`config.mk`:
```
export PLATFORM = sky130hd
export DESIGN_NAME = pc_sequencer_flat
export DESIGN_NICKNAME = d
export VERILOG_FILES = /design/src/rtl/pc_sequencer_pkg.sv /design/src/rtl/pc_sequencer_if.sv /design/src/rtl/pc_next_mux.sv /design/src/rtl/pc_sequencer.sv /design/src/flat_wrapper.sv
export SDC_FILE = /design/constraint.sdc
export NUM_CORES = 1
export LEC_CHECK = 0
export CAP_MARGIN = 30
export CORE_MARGIN = 2
export CORE_UTILIZATION = 30
export CTS_BUF_LIST = sky130_fd_sc_hd__clkbuf_4 sky130_fd_sc_hd__clkbuf_8 sky130_fd_sc_hd__clkbuf_16
export DETAILED_ROUTE_END_ITERATION = 12
export PLACE_DENSITY = 0.63
export SYNTH_ARGS = -nofsm -noshare
export SYNTH_HDL_FRONTEND = slang
export SYNTH_SLANG_ARGS = --single-unit
```
`constraint.sdc`:
```
create_clock -name clk -period 2.37 [get_ports clk]
set_input_delay 0.474 -clock clk [delete_from_list [all_inputs] [get_ports clk]]
set_output_delay 0.474 -clock clk [all_outputs]
set_load 0.1 [all_outputs]
```
`src/rtl/pc_sequencer_pkg.sv`:
```
// pc_sequencer_pkg: shared constants and types for the fetch-stage PC sequencer.
//   - PCS_* : 2-bit FSM state codes (RUN/STALL/HALT, 3 is illegal)
//   - RESET_PC_DEF : default text-segment base loaded on reset
//   - ALIGN_MASK   : low address bits that must be zero for a word fetch
//   - pc_next_t    : result bundle of the next-PC priority select
package pc_sequencer_pkg;

  localparam logic [1:0]  PCS_RUN   = 2'd0;
  localparam logic [1:0]  PCS_STALL = 2'd1;
  localparam logic [1:0]  PCS_HALT  = 2'd2;
  localparam logic [1:0]  PCS_ILL   = 2'd3;

  localparam logic [31:0] RESET_PC_DEF = 32'h0000_3000;
  localparam logic [31:0] ALIGN_MASK   = 32'h0000_0003;

  typedef struct packed {
    logic [31:0] pc;
    logic [1:0]  state;
    logic        set_mis;
  } pc_next_t;

  function automatic logic is_aligned(input logic [31:0] addr);
    return (addr & ALIGN_MASK) == 32'h0;
  endfunction

endpackage

```
`src/rtl/pc_sequencer_if.sv`:
```
// pc_sequencer_if: control/status bundle between hazard unit, next-PC logic,
// IM and the PC sequencer. Names are from the sequencer's point of view.
//   slave  : the sequencer (consumes i_*, produces o_*)
//   master : the environment driving stall/redirect/halt and reading the PC
interface pc_sequencer_if #(
  parameter int CNT_W = 32
);
  logic             i_stall;
  logic             i_redirect;
  logic [31:0]      i_target;
  logic             i_halt;
  logic [31:0]      o_PC;
  logic [31:0]      o_PC4;
  logic             o_fetch_valid;
  logic             o_misalign;
  logic [1:0]       o_state;
  logic [CNT_W-1:0] o_fetch_cnt;

  modport slave (
    input  i_stall, i_redirect, i_target, i_halt,
    output o_PC, o_PC4, o_fetch_valid, o_misalign, o_state, o_fetch_cnt
  );

  modport master (
    output i_stall, i_redirect, i_target, i_halt,
    input  o_PC, o_PC4, o_fetch_valid, o_misalign, o_state, o_fetch_cnt
  );
endinterface

```
`src/rtl/pc_next_mux.sv`:
```
// pc_next_mux: combinational priority select for the next PC and FSM state.
// Ports:
//   i_state, i_pc              : current registered state and PC
//   i_stall, i_redirect,
//   i_target, i_halt           : control inputs from hazard / D-stage logic
//   o_nxt                      : next pc, next state, misalign set strobe
module pc_next_mux
  import pc_sequencer_pkg::*;
(
  input  logic [1:0]  i_state,
  input  logic [31:0] i_pc,
  input  logic        i_stall,
  input  logic        i_redirect,
  input  logic [31:0] i_target,
  input  logic        i_halt,
  output pc_next_t    o_nxt
);

  always_comb begin
    o_nxt.pc      = i_pc;
    o_nxt.state   = i_state;
    o_nxt.set_mis = 1'b0;
    case (i_state)
      PCS_RUN, PCS_STALL: begin
        if (i_halt) begin
          // halt beats a simultaneous redirect; the target is dropped
          o_nxt.state = PCS_HALT;
        end else if (i_stall) begin
          // D is frozen and will present its redirect again on release
          o_nxt.state = PCS_STALL;
        end else if (i_redirect && !is_aligned(i_target)) begin
          o_nxt.state   = PCS_HALT;
          o_nxt.set_mis = 1'b1;
        end else if (i_redirect) begin
          // delay slot already in F; target fetched on the next cycle
          o_nxt.pc    = i_target;
          o_nxt.state = PCS_RUN;
        end else begin
          o_nxt.pc    = i_pc + 32'd4;
          o_nxt.state = PCS_RUN;
        end
      end
      PCS_HALT: o_nxt.state = PCS_HALT;
      default:  o_nxt.state = PCS_HALT;
    endcase
  end

endmodule

```
`src/rtl/pc_sequencer.sv`:
```
// pc_sequencer: fetch-stage controller owning the architectural PC.
// Ports:
//   clk   : rising-edge clock
//   reset : synchronous active-high reset (wins over all inputs)
//   bus   : pc_sequencer_if.slave
//           in : i_stall, i_redirect, i_target, i_halt
//           out: o_PC, o_PC4, o_fetch_valid, o_misalign, o_state, o_fetch_cnt
module pc_sequencer
  import pc_sequencer_pkg::*;
#(
  parameter logic [31:0] RESET_PC = RESET_PC_DEF,
  parameter int          CNT_W    = 32
) (
  input  logic            clk,
  input  logic            reset,
  pc_sequencer_if.slave   bus
);

  logic [31:0]      r_pc;
  logic [1:0]       r_state;
  logic             r_mis;
  logic [CNT_W-1:0] r_cnt;

  pc_next_t         w_nxt;
  logic             w_fetch_valid;
  logic             w_cnt_en;

  pc_next_mux u_mux (
    .i_state    (r_state),
    .i_pc       (r_pc),
    .i_stall    (bus.i_stall),
    .i_redirect (bus.i_redirect),
    .i_target   (bus.i_target),
    .i_halt     (bus.i_halt),
    .o_nxt      (w_nxt)
  );

  assign w_fetch_valid = (r_state == PCS_RUN) && !bus.i_stall;
  // a fetch in a cycle that is leaving to HALT is not accepted
  assign w_cnt_en      = w_fetch_valid && (w_nxt.state != PCS_HALT);

  always_ff @(posedge clk) begin
    if (reset) begin
      r_pc    <= RESET_PC;
      r_state <= PCS_RUN;
      r_mis   <= 1'b0;
      r_cnt   <= '0;
    end else begin
      r_pc    <= w_nxt.pc;
      r_state <= w_nxt.state;
      if (w_nxt.set_mis) r_mis <= 1'b1;
      if (w_cnt_en && (r_cnt != {CNT_W{1'b1}}))
        r_cnt <= r_cnt + {{(CNT_W-1){1'b0}}, 1'b1};
    end
  end

  assign bus.o_PC          = r_pc;
  assign bus.o_PC4         = r_pc + 32'd4;
  assign bus.o_fetch_valid = w_fetch_valid;
  assign bus.o_misalign    = r_mis;
  assign bus.o_state       = r_state;
  assign bus.o_fetch_cnt   = r_cnt;

endmodule

```
`src/flat_wrapper.sv`:
```
// flat-port wrapper written by rule: the top's interface ports become plain ports
module pc_sequencer_flat import pc_sequencer_pkg::*;
#(
  parameter logic [31:0] RESET_PC = RESET_PC_DEF,
  parameter int          CNT_W    = 32
)
  (clk, reset, bus_i_stall, bus_i_redirect, bus_i_target, bus_i_halt, bus_o_PC, bus_o_PC4, bus_o_fetch_valid, bus_o_misalign, bus_o_state, bus_o_fetch_cnt);
  pc_sequencer_if #(.CNT_W(CNT_W)) bus_i ();
  input  logic clk;
  input  logic reset;
  input wire logic [$bits(bus_i.i_stall)-1:0] bus_i_stall;
  input wire logic [$bits(bus_i.i_redirect)-1:0] bus_i_redirect;
  input wire logic [$bits(bus_i.i_target)-1:0] bus_i_target;
  input wire logic [$bits(bus_i.i_halt)-1:0] bus_i_halt;
  output wire logic [$bits(bus_i.o_PC)-1:0] bus_o_PC;
  output wire logic [$bits(bus_i.o_PC4)-1:0] bus_o_PC4;
  output wire logic [$bits(bus_i.o_fetch_valid)-1:0] bus_o_fetch_valid;
  output wire logic [$bits(bus_i.o_misalign)-1:0] bus_o_misalign;
  output wire logic [$bits(bus_i.o_state)-1:0] bus_o_state;
  output wire logic [$bits(bus_i.o_fetch_cnt)-1:0] bus_o_fetch_cnt;
  assign bus_i.i_stall = bus_i_stall;
  assign bus_i.i_redirect = bus_i_redirect;
  assign bus_i.i_target = bus_i_target;
  assign bus_i.i_halt = bus_i_halt;
  assign bus_o_PC = bus_i.o_PC;
  assign bus_o_PC4 = bus_i.o_PC4;
  assign bus_o_fetch_valid = bus_i.o_fetch_valid;
  assign bus_o_misalign = bus_i.o_misalign;
  assign bus_o_state = bus_i.o_state;
  assign bus_o_fetch_cnt = bus_i.o_fetch_cnt;
  pc_sequencer #(.RESET_PC(RESET_PC), .CNT_W(CNT_W)) u_core (.clk(clk), .reset(reset), .bus(bus_i));
endmodule
```
==> metrics.md, run 1 <==
| Metric | Value |
|---|---|
| Outcome | complete, but fails checks |
| Violated checks | negative setup slack |
| Yosys cell types | 51 |
| Post-route ant nets | 0 |
| CP endpoint kind | output pin |
| Synth Instances | 486 |
| Worst-path fanout max | 5 |
| R2R Setup Slk | 40 ps |
| Final hold violations | 0 |
| Via density | 5.33 |
| Fin nets | 728 |
| H-tree Lvls | 3 |
| Reg2Reg Depth | 6 |
| Hold Crit Start | u_core.bus.o_misalign |
| Post-synth ARST share | 0% |
| Slew Viols, Final | 0 |
| Maximum vdd drop | 0.430 mV |
| IO Count | 137 |
| Post-synth EDFFs | 0 |
| Initial antenna violation count | 0 |
| Post-DP Area | 6590 sq um |
| Fin crit share | 109% |
| Largest net degree at the start of global routing | 31 |
| Starting density of the core | 30.7% |
| Diodes inserted | 0 |
| Commonest register cell after synthesis | dfxtp_1 |
| Switching share of power | 29.8% |
| Post-Syn Area | 3890 sq um |
| FILL cells | 1071 |
| Placed wire-length estimate | 10.3 mm |
| Arrival time at the worst endpoint | 2110 ps |
| Leakage | 2.95 nW |
| Hold depth | 2 |
| Comb pwr share | 18.1% |
| Cell Rows | 41 |
| Net switching power | 0.928 mW |
| Global-route wire length before repair | 23.1 mm |
| DRT Pass-1 Iters | 6 |
| Via count | 4617 |
| Port Buffers | 136 |
| Cts bufs inserted | 9 |
| Final core occ | 58.1% |
| Synthesized net count | 525 |
| Die span in y | 118 um |
| Post-Route WL | 14.3 mm |
| Yosys reg bits | 67 |
| CTS tree | built |
| Worst hold endpoint | u_core.bus.o_misalign |
| Die W | 118 um |
| RSZ-0062 raised after global routing | true |
| Vias in the first global route | 4472 |
| Share of cells above drive strength 1 | 49.7% |
| Tot GR Track Use | 20.4% |
| Most frequent cell after synthesis | dfxtp_1 |
| Worst-margin pin slew | 604 ps |
| Die area | 13900 sq um |
| Drt first-iter violations | 389 |
| Share of the synthesized area in the top cell type | 34.4% |
| Sequential area share after synthesis | 34.4% |
| Wire per inst | 16.6 um |
| Crit path kind | reg -> out |
| Largest cells by area after synthesis | dfxtp_1, xnor2_1, nor2_1, o21ai_0, nand2_1 |
| Fin crit period | 2580 ps |
| Register Area | 1490 sq um |
| Placed Cells | 810 |
| Fin area | 7360 sq um |
| Max-cap violation count | 0 |
| Worst skew pair latency | 340 ps |
| # setup viols final | 18 |
| Hold-fix buffers, CTS | 0 |
| Relative slew margins | 59.6% |
| Fmax | 387 MHz |
| Worst Hold Class | reg -> reg |
| Top cells by count, synth | dfxtp_1, nor2_1, nand2_1, o21ai_0 |
| Total clock sinks | 67 |
| Synth area leader | dfxtp_1 |
| Area delta synth->final | 89.1% |
| Worst R2R Start | u_core.bus.o_state[0] |
| Footprint of the multi-input gates | 3140 sq um |
| Power Density | 423 nW/um^2 |
| Core ar. | 12700 sq um |
| Final WS setup | -214 ps |
| Clock share of power | 45.1% |
| Clk slew on worst S/H paths | 60 ps |
| Placer congestion estimate | 0.824 |
| Critical path required time | 1900 ps |
| Worst clock skew | 7.47 ps |
| Grt total ovfl | 0 |
| Clock root cell | clkbuf_16 |
| Longest Clk Path Bufs | 2 |
| Post-Layout Cell Count | 866 |
| FF-to-FF End | u_core.bus.o_fetch_cnt[14] |
| # DRC | 0 |
| Sequential power share | 36.8% |
| Ys Warns | 0 |
| Internal power | 2.19 mW |
| Crit start category | register |
| Post-synthesis average cell area | 8.01 sq um |
==> layout by cell type (no fill, tap or decap), types with 5 or more instances in the layout <==
cell type / synthesis / final
and4_1: 6 / 6
buf_12: 0 / 30
nand3_4: 0 / 9
xor2_4: 0 / 8
a31oi_1: 10 / 10
o311ai_0: 8 / 8
dfxtp_1: 67 / 5
buf_6: 1 / 11
or3_1: 17 / 16
a41oi_1: 5 / 5
nand3_1: 29 / 19
nand4_1: 16 / 16
nor2_1: 43 / 37
xnor2_1: 24 / 7
clkbuf_16: 0 / 11
xnor2_4: 0 / 14
buf_4: 2 / 149
clkdlybuf4s50_1: 0 / 33
dfxtp_4: 0 / 28
o2bb2ai_1: 5 / 5
and3_1: 20 / 18
nor3_1: 12 / 8
a21oi_1: 27 / 27
nand2_1: 41 / 36
a21o_1: 6 / 6
mux2_2: 9 / 9
nor2b_1: 12 / 12
nand2b_1: 5 / 5
dfxtp_2: 0 / 34
o21ai_0: 31 / 31
==> cell type report <==
cell class,count,area share (%)
clock buffer,12,3.93
timing repair buffer,226,29.8
inverter,2,0.102
tap,172,2.92
sequential,67,20.2
clock inverter,4,0.357
multi-input combinational,383,42.6
==> critical path: stages (launching register included) <==
cell and delay, ps:
dfxtp_4 380, ha_4 160, nand3_4 90, nor4_4 310
buf_6 170, nand4_1 230, xnor2_4 240, buf_12 190
==> sequential cells by signal (all words and copies together), names as in the netlist <==
register                flops
u_core.bus.o_fetch_cnt     32
u_core.bus.o_misalign       1
u_core.bus.o_PC            32
u_core.bus.o_state          2
==> cells by family (layout without fill, tap and decap cells) <==
group / after synthesis / count (layout) / synth area share, %
XOR/XNOR: 34 / 34 / 7.65
buffers and inverters: 36 / 244 / 3.86
adder cells (fa/ha/maj): 2 / 2 / 0.643
AND/OR/NAND/NOR: 222 / 222 / 30.5
AO/OA/AOI/OAI: 113 / 113 / 19.4
multiplexers: 12 / 12 / 3.47
flip-flops: 67 / 67 / 34.4
==> timing repair <==
item                                    in CTS  in global routing
pin swaps                                   32                 20
endpoints found under the setup margin      25                 33
resized for setup                           29                 12
buffers inserted                            29                 13
hold endpoints to repair                     0                  0
cloned                                       1                  0
==> how the worst max path moves through the flow <==
stage          cells past startpoint                          to           startpoint
2_1_floorplan                      4               bus_o_PC4[26]  u_core.bus.o_PC[12]
3_3_place_gp                       6  u_core.bus.o_fetch_cnt[30]           bus_i_halt
3_5_place_dp                       6  u_core.bus.o_fetch_cnt[28]           bus_i_halt
4_1_cts                            6               bus_o_PC4[26]  u_core.bus.o_PC[18]
5_1_grt                            7               bus_o_PC4[26]   u_core.bus.o_PC[2]
6_report                           7               bus_o_PC4[26]   u_core.bus.o_PC[3]
==> per-layer routing <==
metal,global-route usage [%],wire length [um],vias to the layer above
met5,0,0,-
met2,33.5,6910,185
met1,25.8,6110,2195
met3,5.23,1020,28
li1,-,-,2209
met4,7.00,300,0
==> through the flow <==
step	power, mW	setup WS [ps]	hold WS [ps]	TNS (ps)
after floorplan	1.51	-467	543	-6430
after global placement	1.72	-482	460	-8770
after detailed placement	1.72	-518	466	-9480
after CTS	3.13	-209	479	-2500
after global routing	3.22	-291	514	-3470
final	3.12	-214	468	-2030
==> power groups by stage <==
stage	Clock [mW]	Combinational, mW	Sequential (mW)
2_1_floorplan	0	0.222	1.29
3_3_place_gp	0	0.550	1.17
3_5_place_dp	0	0.551	1.17
4_1_cts	1.42	0.559	1.15
5_1_grt	1.48	0.589	1.15
6_report	1.41	0.565	1.15
(Power assumes the default switching activity.)
==> inputs of run 2 (changes only) <==
--- a/config.mk
+++ b/config.mk
@@ -7,10 +7,10 @@
 export LEC_CHECK = 0
 export CAP_MARGIN = 30
 export CORE_MARGIN = 2
-export CORE_UTILIZATION = 30
+export CORE_UTILIZATION = 39
 export CTS_BUF_LIST = sky130_fd_sc_hd__clkbuf_4 sky130_fd_sc_hd__clkbuf_8 sky130_fd_sc_hd__clkbuf_16
 export DETAILED_ROUTE_END_ITERATION = 12
-export PLACE_DENSITY = 0.63
+export PLACE_DENSITY = 0.78
 export SYNTH_ARGS = -nofsm -noshare
 export SYNTH_HDL_FRONTEND = slang
 export SYNTH_SLANG_ARGS = --single-unit
==> run 2 against run 1 <==
The flow still finishes with violations (negative setup slack). Global-route usage rose by 5.5 points. Combinational power increased by 2%. Cell count shrank 3.9%. Highest routed layer unchanged. Critical path type unchanged. Sequential share of layout area increased by 0.21 points. Count of clock-buffer cells in the layout increased by 1. Die area shrank 22%. Non-clock buffer count up 6.
==> metrics.md, run 2 (synthesized netlist as in run 1, its figures left out) <==
| Metric | Value |
|---|---|
| Fin crit period | 2700 ps |
| Placed Cells | 769 |
| H-tree Lvls | 3 |
| Global-route wire length before repair | 22.9 mm |
| GRT busiest layer | met2 |
| Worst Hold Class | reg -> reg |
| DRT Pass-1 Iters | 6 |
| Relative slew margins | 58.1% |
| Slowest cell on the critical path | nor4_4 |
| Critical path required time | 1900 ps |
| Total clock sinks | 67 |
| Commonest non-fill, non-tap cell in the layout | buf_4 |
| Area delta synth->final | 87.2% |
| Via count | 4838 |
| Met1 Use GR | 31.5% |
| Worst-margin pin slew | 626 ps |
| Commonest non-fill, non-tap cells in the layout | buf_4, nor2_1, nand2_1, dfxtp_2, buf_12 |
| Power Density | 363 nW/um^2 |
| Reg2Reg Depth | 6 |
| Post-route ant nets | 0 |
| Wire per inst | 18.0 um |
| RSZ-0062 raised after global routing | true |
| IO Count | 137 |
| Die W | 104 um |
| Starting density of the core | 40.0% |
| Fin area | 7290 sq um |
| # setup viols final | 18 |
| Sum of negative setup slack | -3360 ps |
| Crit path kind | reg -> out |
| Post-DP Area | 6540 sq um |
| Final core occ | 74.9% |
| Post-Layout Cell Count | 832 |
| Clk slew on worst S/H paths | 70 ps |
| Total power | 2.64 mW |
| Placed wire-length estimate | 10.0 mm |
| GR Util met2 | 44.6% |
| Switching share of power | 31.4% |
| Hold depth | 2 |
| Via density | 5.81 |
| Leakage | 2.95 nW |
| Slowest stage delay, CP | 380 ps |
| Largest net degree at the start of global routing | 37 |
| Worst skew pair latency | 350 ps |
| Worst-path fanout max | 5 |
| Cell Rows | 36 |
| Port Buffers | 136 |
| Max-cap violation count | 0 |
| CTS tree | built |
| CP Cell Sequence | nand4_1 > buf_4 > nor4_4 > and2_4 > nand3_4 > xnor2_4 > buf_12 |
| Crit start category | register |
| Arrival time at the worst endpoint | 2230 ps |
| Cts bufs inserted | 9 |
| Final hold violations | 0 |
| Comb pwr share | 21.7% |
| CP endpoint kind | output pin |
| Maximum vdd drop | 0.257 mV |
| Diodes inserted | 0 |
| Bufs and invs on worst path | 2 |
| # DRC | 0 |
| Clock root cell | clkbuf_8 |
| Family with the most delay on the worst path | simple AND/OR/NAND/NOR gates |
| Grt total ovfl | 0 |
| Initial antenna violation count | 0 |
| Violated checks | negative setup slack |
| Longest Clk Path Bufs | 2 |
| Die area | 10800 sq um |
| Fmax | 370 MHz |
| Hold-fix buffers, CTS | 0 |
| Die span in y | 104 um |
| Fin crit share | 114% |
| Clock share of power | 34.9% |
| Placer congestion estimate | 0.867 |
| Fin nets | 734 |
| Crit path depth | 7 |
| Tot GR Track Use | 25.9% |
| Net switching power | 0.830 mW |
| Internal power | 1.81 mW |
| Met3 GRT Util | 5.83% |
| Sequential power share | 43.4% |
| Final WS setup | -332 ps |
| Core ar. | 9730 sq um |
| Worst clock skew | 14.6 ps |
| Post-Route WL | 15.0 mm |
| Share of cells above drive strength 1 | 49.8% |
| Outcome | complete, but fails checks |
| Slew Viols, Final | 0 |
| Vias in the first global route | 4551 |
| Drt first-iter violations | 327 |
## run 2: stage by stage
step	hold WS [ps]	worst slack, ps
after global placement	460	-458
after floorplan	543	-467
after global routing	503	-387
after detailed placement	459	-512
final	474	-332
after CTS	476	-233
## run 2: repair_timing
item	4_1_cts	5_1_grt
setup buffers	27	23
setup endpoints to repair	27	34
endpoints found under the hold margin	0	0
pin swaps	34	29
gates resized for setup	29	12
cloned	0	0
## run 2: layer usage
layer | vias up | share of wire, %
li1 | 2225 | -
met1 | 2268 | 39
met2 | 303 | 49
met3 | 42 | 9.0
met4 | 0 | 3.3
met5 | - | 0
## run 2: tightest hold or removal path, cell delays in order, from the launching register on
cell and delay [ps]:
dfxtp_1 330, a21oi_1 40, nor2_1 70
## run 2: final cells by class
| cell class | instances | area (sq um) |
|---|---|---|
| clock buffers | 13 | 178 |
| fillers | 633 | 2440 |
| inverters | 2 | 7.51 |
| multi-input cells | 383 | 3150 |
| flip-flops and latches | 67 | 1490 |
| well taps | 133 | 166 |
| repair buffers | 232 | 2290 |
| clock inverters | 2 | 10.0 |
## run 2: power by group through the flow
stage                     clock network [mW]  registers [mW]  logic (mW)
final                                  0.923            1.15       0.574
after CTS                              0.947            1.15       0.561
after global placement                     0            1.17       0.548
after detailed placement                   0            1.17       0.552
after global routing                   0.988            1.15       0.594
after floorplan                            0            1.29       0.222
## run 2: final timing paths
kind                                             from                    endpoint  slack, ps
worst max register to register  u_core.bus.o_state[1]  u_core.bus.o_fetch_cnt[14]         50
worst min register to register  u_core.bus.o_misalign       u_core.bus.o_misalign        470
worst min-delay path            u_core.bus.o_misalign       u_core.bus.o_misalign        470
worst max-delay path              u_core.bus.o_PC[14]               bus_o_PC4[29]       -330
